### src/rtl/uart_tx_arb.sv
// Round-robin packet arbiter feeding a single UART transmitter byte stream.
// Optional tag header per packet; idle-requester timeout aborts a stalled packet.
module uart_tx_arb #(
  parameter int unsigned NUM_REQ = 4,
  parameter int unsigned TAG_EN  = 1,
  parameter int unsigned TIMEOUT = 1024
) (
  input  logic                   clk,
  input  logic                   rst,
  input  logic [NUM_REQ-1:0]     req_valid,
  input  logic [8*NUM_REQ-1:0]   req_data,
  input  logic [NUM_REQ-1:0]     req_last,
  output logic [NUM_REQ-1:0]     req_ready,
  output logic                   uart_valid,
  output logic [7:0]             uart_data,
  input  logic                   uart_ready,
  output logic                   busy,
  output logic [2:0]             grant_id,
  output logic                   abort
);

  localparam int unsigned       TW      = $clog2(TIMEOUT);
  localparam logic [TW-1:0]     TMO_MAX = TW'(TIMEOUT - 1);

  typedef enum logic [1:0] {IDLE, HDR, DATA} state_e;

  state_e               state_q, state_d;
  logic [2:0]           grant_q, grant_d;
  logic [2:0]           last_q, last_d;
  logic [TW-1:0]        tmo_q, tmo_d;
  logic                 abort_q, abort_d;

  logic [NUM_REQ-1:0]   onehot;
  logic [NUM_REQ-1:0]   scan;
  logic                 gv, gl;
  logic [7:0]           gd;
  logic [2:0]           start;
  logic                 found;
  int unsigned          pick;
  int unsigned          arb_idx;

  always_comb begin
    onehot = NUM_REQ'(1) << grant_q;
    gv     = |(req_valid & onehot);
    gl     = |(req_last & onehot);
    gd     = 8'(req_data >> {grant_q, 3'b000});
  end

  // Rotate requests so bit 0 is last_grant+1, then take the lowest set bit.
  always_comb begin
    start   = (last_q == 3'(NUM_REQ - 1)) ? 3'd0 : last_q + 3'd1;
    scan    = NUM_REQ'({req_valid, req_valid} >> start);
    found   = 1'b0;
    pick    = 0;
    for (int unsigned k = 0; k < NUM_REQ; k++) begin
      if (!found && scan[0]) begin
        found = 1'b1;
        pick  = k;
      end
      scan = scan >> 1;
    end
    arb_idx = 32'(start) + pick;
    if (arb_idx >= NUM_REQ) arb_idx = arb_idx - NUM_REQ;
  end

  always_comb begin
    state_d    = state_q;
    grant_d    = grant_q;
    last_d     = last_q;
    tmo_d      = tmo_q;
    abort_d    = 1'b0;
    uart_valid = 1'b0;
    uart_data  = '0;
    req_ready  = '0;
    case (state_q)
      IDLE: begin
        tmo_d = '0;
        if (found) begin
          grant_d = 3'(arb_idx);
          state_d = (TAG_EN != 0) ? HDR : DATA;
        end
      end
      HDR: begin
        uart_valid = 1'b1;
        uart_data  = 8'hA0 | {5'b00000, grant_q};
        tmo_d      = '0;
        if (uart_ready) state_d = DATA;
      end
      DATA: begin
        uart_valid = gv;
        uart_data  = gd;
        req_ready  = uart_ready ? onehot : '0;
        if (gv && uart_ready) begin
          tmo_d = '0;
          if (gl) begin
            last_d  = grant_q;
            state_d = IDLE;
          end
        end else if (!gv) begin
          // Abort fires on the edge the counter lands on TMO_MAX, so it never wraps.
          tmo_d = tmo_q + 1'b1;
          if (tmo_d == TMO_MAX) begin
            abort_d = 1'b1;
            last_d  = grant_q;
            state_d = IDLE;
          end
        end
      end
      default: state_d = IDLE;
    endcase
  end

  always_ff @(posedge clk) begin
    if (rst) begin
      state_q <= IDLE;
      grant_q <= '0;
      last_q  <= 3'(NUM_REQ - 1);
      tmo_q   <= '0;
      abort_q <= 1'b0;
    end else begin
      state_q <= state_d;
      grant_q <= grant_d;
      last_q  <= last_d;
      tmo_q   <= tmo_d;
      abort_q <= abort_d;
    end
  end

  assign busy     = (state_q != IDLE);
  assign grant_id = grant_q;
  assign abort    = abort_q;

endmodule

### config.mk
export PLATFORM = sky130hd
export DESIGN_NAME = uart_tx_arb
export DESIGN_NICKNAME = d
export VERILOG_FILES = /design/src/rtl/uart_tx_arb.sv
export SDC_FILE = /design/constraint.sdc
export NUM_CORES = 1
export LEC_CHECK = 0
export CORE_MARGIN = 4
export CORE_UTILIZATION = 25
export DETAILED_ROUTE_END_ITERATION = 6
export GPL_TIMING_DRIVEN = 0
export PLACE_DENSITY_LB_ADDON = 0.15
export SLEW_MARGIN = 25
export SYNTH_ARGS = -nofsm -noshare
export SYNTH_HDL_FRONTEND = slang
export SYNTH_SLANG_ARGS = --single-unit
### constraint.sdc
create_clock -name clk -period 3.3 [get_ports clk]
set_input_delay 0.99 -clock clk [delete_from_list [all_inputs] [get_ports clk]]
set_output_delay 0.99 -clock clk [all_outputs]
set_load 0.005 [all_outputs]
Yosys cells after proc, flatten, opt, wreduce, memory -nomap -nowiden --
Cells that the tools add are included.
Storage, ports and cells: register bits 19, memory bits (read-only) 0, memories 0, bits of input ports 43, memory bits (writable) 0, word-level logic and storage cells 74, output and inout port bits 18, bits in latches 0
Cells by class: add/subtract/negate cells 4, bitwise operators 3, mux-type cells 28, $lt $le $gt $ge 1, shift operators 3, divide/modulo/power cells 0, equality and inequality tests 11, $mul 0, reduce and logical (&&, ||, !) cells 19
Operator list (number):
- two-way mux 32 bit | 2
- adder 3 x 32 -> 32 bit | 1
- greater-or-equal comparator 32 x 3 -> 1 bit (second input constant) | 1
- right shift 32 x 6 -> 8 bit | 1
- two-way mux 10 bit | 2
- one-hot mux 10 bit (2 select lines) | 1
- two-way mux 3 bit | 6
- one-hot mux 8 bit (2 select lines) | 1
- two-way mux 2 bit | 6
- adder 10 x 1 -> 10 bit (second input constant) | 1
- == test 10 bit (second input constant) | 1
- inequality test 3 bit (second input constant) | 3
- bitwise AND 4 bit | 2
- two-way mux 4 bit | 2
- OR reduction 4 bit | 2
- right shift 8 x 3 -> 4 bit | 1
- OR reduction 7 bit | 1
- two-way mux 1 bit | 6
- inequality test 2 bit (second input constant) | 3
- one-hot mux 2 bit (3 select lines) | 1
- nonzero test 2 bit | 3
- AND reduction 5 bit | 1
- logical AND 1 bit | 4
- AND reduction 2 bit | 2
- other kinds (13) | 15

Longest topological paths before layout --
depth in word-level cells 16, depth in mapped cells 13, mapped depth without buffers 12

Least setup slack after synthesis --
No wires, ideal clock.
path type input port to flip-flop, start point in req_valid[2], end point reg grant_q[2] (netlist: grant_id[2]), stages on the path 11, setup time 70 ps, slack 66 ps, arrival time 3164 ps, data required time 3230 ps, path buffers 0, path through inv_1 > o41ai_1 > a221o_1 > nand2b_1 > nand2b_1 > a221oi_1 > ha_1 > inv_1 > fa_1 > or4_1 > a21oi_1
On the way: longest elaborated chain between the ends 14, elaborated cells on any way between the ends 19, those cells by class 2 x add/sub; 1 x order compare; 1 x shift; 8 x mux; 7 x reduce/logical
Ends and longest elaborated chain:
- start: declaration | RTL line 10 | input logic [NUM_REQ-1:0] req_valid,
- right shift 8 x 3 -> 4 bit * | RTL line 52 | scan = NUM_REQ'({req_valid, req_valid} >> start);
- two-way mux 1 bit | RTL line 56 | if (!found && scan[0]) begin
- zero test 1 bit | RTL line 56
- logical AND 1 bit | RTL line 56
- two-way mux 1 bit | RTL line 56
- zero test 1 bit | RTL line 56
- logical AND 1 bit | RTL line 56
- two-way mux 1 bit | RTL line 56
- zero test 1 bit | RTL line 56
- logical AND 1 bit | RTL line 56
- two-way mux 32 bit | RTL line 56
- adder 3 x 32 -> 32 bit | RTL line 62 | arb_idx = 32'(start) + pick;
- greater-or-equal comparator 32 x 3 -> 1 bit or subtractor 3 bit (tied branches) | RTL line 63 | if (arb_idx >= NUM_REQ) arb_idx = arb_idx - NUM_REQ;
- two-way mux 3 bit | RTL line 63
- end signal: assignment | RTL line 122 | grant_q <= grant_d;
- end: declaration | RTL line 28 | logic [2:0] grant_q, grant_d;
Mark *: on every way between the ends. The rest lies on a longest branch, timed or not. A chain may end at the register's enable or synchronous reset.

Worst setup path in the final report --
start point in req_data[30], end point out uart_data[6]
On the way: longest elaborated chain between the ends 2
Ends and longest elaborated chain:
- start: declaration | RTL line 11 | input logic [8*NUM_REQ-1:0] req_data,
- right shift 32 x 6 -> 8 bit | RTL line 46 | gd = 8'(req_data >> {grant_q, 3'b000});
- one-hot mux 8 bit (2 select lines) | RTL line 75 | case (state_q)
- end: declaration | RTL line 15 | output logic [7:0] uart_data,
No other way between the ends.

==> flow_metrics.tcl <==
set metrics [dict create \
    fmax_ghz 0.3082 \
    grt_max_degree 12 \
    setup_viol 0 \
    worstHoldStart "last_q[1]" \
    synth_ff_type "dfxtp_1" \
    hold_viol_final 0 \
    critPathMaxStageDelay_ns 0.45 \
    wl_per_cell_um 14.03 \
    synth_fp_nets 266 \
    synth_area_um2 1814 \
    drive_above_1_share_pct 19.71 \
    cp.required_ns 2.31 \
    drtIter0Drc 44 \
    start_kind "input port" \
    rsz0062_at_grt "false" \
    fin_crit_sh_pct 98.33 \
    reg2reg_from "last_q[0]" \
    hold_class "reg2reg" \
    synth_area_per_cell_um2 8.478 \
    io_pins 61 \
    antenna_found_initial 0 \
    place_area_um2 2535 \
    syn_to_final_growth_pct 43.59 \
    clock_skew_ns 0.001988 \
    synth_edf_count 0 \
    worstHoldPathCells 1 \
    die_h_um 93.19 \
    htree_levels 1 \
    cts.sinks 19 \
    period_needed_ns 3.245 \
    maxCapViolations 0 \
    power_mw 1.004 \
    detail_route.first_pass.iterations 4 \
    num_vias 1850 \
    final_cell_mix "clkdlybuf4s50_1 (43), nor2_1 (20), dfxtp_1 (18)" \
    setup_slack_ns 0.05506 \
    cp_max_fo 1 \
    clockBufferDepth 2 \
    wl_um 5260 \
    ir_drop_mv 0.3475 \
    root_buffer "clkbuf_8" \
    clkTransAtPathRegs_ns 0.08 \
    grt_pass1_vias 1886 \
    synth-seq-cells 19 \
    pre_cts_ws_ns -0.7529 \
    r2r_slack_ns 0.19 \
    finalSetupTns_ns 0 \
    insertedDiodeCount 0 \
    synth_cell_types 55 \
    routabilityCongestion 0.8268 \
    fp.dieW_um 93.19 \
    track_usage_pct 12.72 \
    hold_buffers 0 \
    critPathKind "in2out" \
    path_cells "clkdlybuf4s50_1 > mux4_2 > and2_1 > dlygate4sd2_1" \
    cts_tree "done" \
    drc_errors 0 \
    numCtsBuffers 3 \
    tightest_slew_ns 0.6991 \
    utilization_pct 37.72 \
    fin_nets 332 \
    holdPathEnd "last_q[1]" \
    worstReg2RegEnd "grant_id[2]" \
    slowest_stage "mux4_2" \
    clk_latency_ns 0.26 \
    cp-end-kind "output pin" \
    layout_commonest_cell "clkdlybuf4s50_1" \
    ant_nets 0 \
    netlist_instances 214 \
    status "finished clean" \
    synthArstFlopShare_pct 0 \
    grt-ovfl-total 0 \
    arrival_ns 2.25 \
    placed_cells 370 \
    dpl.hpwl_um 4101 \
    layoutNonFillerInstCount 375 \
    numPortBuffers 60 \
    dieArea_um2 8683 \
    synth_warnings 0 \
    start_util_pct 26.27 \
    holdWs_ns 0.4814 \
    leakage_nw 0.9674 \
    std_cell_rows 30 \
    max_slew_margin_pct 53.39 \
    seq_area_frac_synth_pct 20.97 \
    vias_per_cell 4.933 \
    core-area_um2 6907 \
    power.density_nw_per_um2 385.4 \
    final_cell_area_um2 2605 \
    ff2ff_path_depth 10 \
    grt_first_pass_wirelength_um 9018 \
    final_max_slew_viol_count 0 \
]
critical path, delay by kind of cell:
kind / cells / cell delay (ns)
buffers and inverters: 2 / 0.65
multiplexers: 1 / 0.45
AND/OR/NAND/NOR: 1 / 0.16
worst max path at each step:
| stage | start | endpoint | slack (ns) | cells after the start |
|---|---|---|---|---|
| after floorplan | req_valid[2] | grant_id[2] | 0.07 | 11 |
| after global placement | req_valid[2] | grant_id[2] | -0.75 | 12 |
| after detailed placement | req_valid[2] | grant_id[2] | -0.75 | 12 |
| after CTS | req_valid[2] | grant_id[2] | 0.0009 | 12 |
| after global routing | req_data[30] | uart_data[6] | 0.00005 | 4 |
| final | req_data[30] | uart_data[6] | 0.06 | 4 |
state kept, by name, summed over array words and instances, names as in the netlist:
| signal | count |
|---|---|
| last_q | 3 |
| abort | 1 |
| state_q | 2 |
| grant_id | 3 |
| tmo_q | 10 |
where the power goes:
part | switching, mW | leakage [nW] | total, mW | internal [mW]
Combinational | 0.289 | 0.789 | 0.572 | 0.283
Sequential | 0.0166 | 0.153 | 0.262 | 0.246
Clock | 0.0855 | 0.0255 | 0.170 | 0.0842
timing repair:
action	CTS	global route
buffers inserted	3	0
pin swaps	6	6
setup endpoints to repair	15	12
gates resized for setup	31	30
final cells by class:
type,instances,area (µm²)
Buffer,9,48.80
Sequential cell,19,381.6
Multi-Input combinational cell,171,1381
Timing Repair Buffer,63,578.1
Fill cell,725,4302
Clock inverter,1,5.005
Inverter,13,48.80
Tap cell,96,120.1
Clock buffer,3,41.29
Yosys cell counts, drive strengths merged (2+ instances only):
cell,n,area (µm²)
a211o,2,17.52
a211oi,3,27.52
a21oi,17,85.08
a221oi,2,23.77
a22oi,5,37.54
and2,2,12.51
and3,5,31.28
and4,2,17.52
buf,4,25.02
clkbuf,7,26.28
dfxtp,19,380.4
ha,8,100.1
inv,13,48.80
mux2i,6,60.06
mux4,10,244.0
nand2,14,52.55
nand2b,10,62.56
nand3,5,25.02
nand3b,3,22.52
nand4,3,18.77
nor2,20,75.07
nor2b,12,82.58
nor3,3,15.01
o2111ai,2,23.77
o211ai,2,15.01
o21ai,8,40.04
o41ai,2,25.03
or2,2,12.51
or3,5,31.28
kinds of logic after synthesis:
group	after synthesis	share of synthesized area, %
AO/OA/AOI/OAI	51	20.41
XOR/XNOR	2	0.9657
adder cells (fa/ha/maj)	9	6.621
buffers and inverters	24	5.517
flip-flops	19	20.97
multiplexers	17	17.38
AND/OR/NAND/NOR	92	28.14
per-layer routing:
metal	global-route usage [%]	vias to the layer above	routed length, µm
li1	-	927	-
met1	16.95	863	2485
met2	20.28	54	2368
met3	3.862	6	347
met4	2.686	0	58
met5	0	-	0
(Power assumes the default switching activity.)
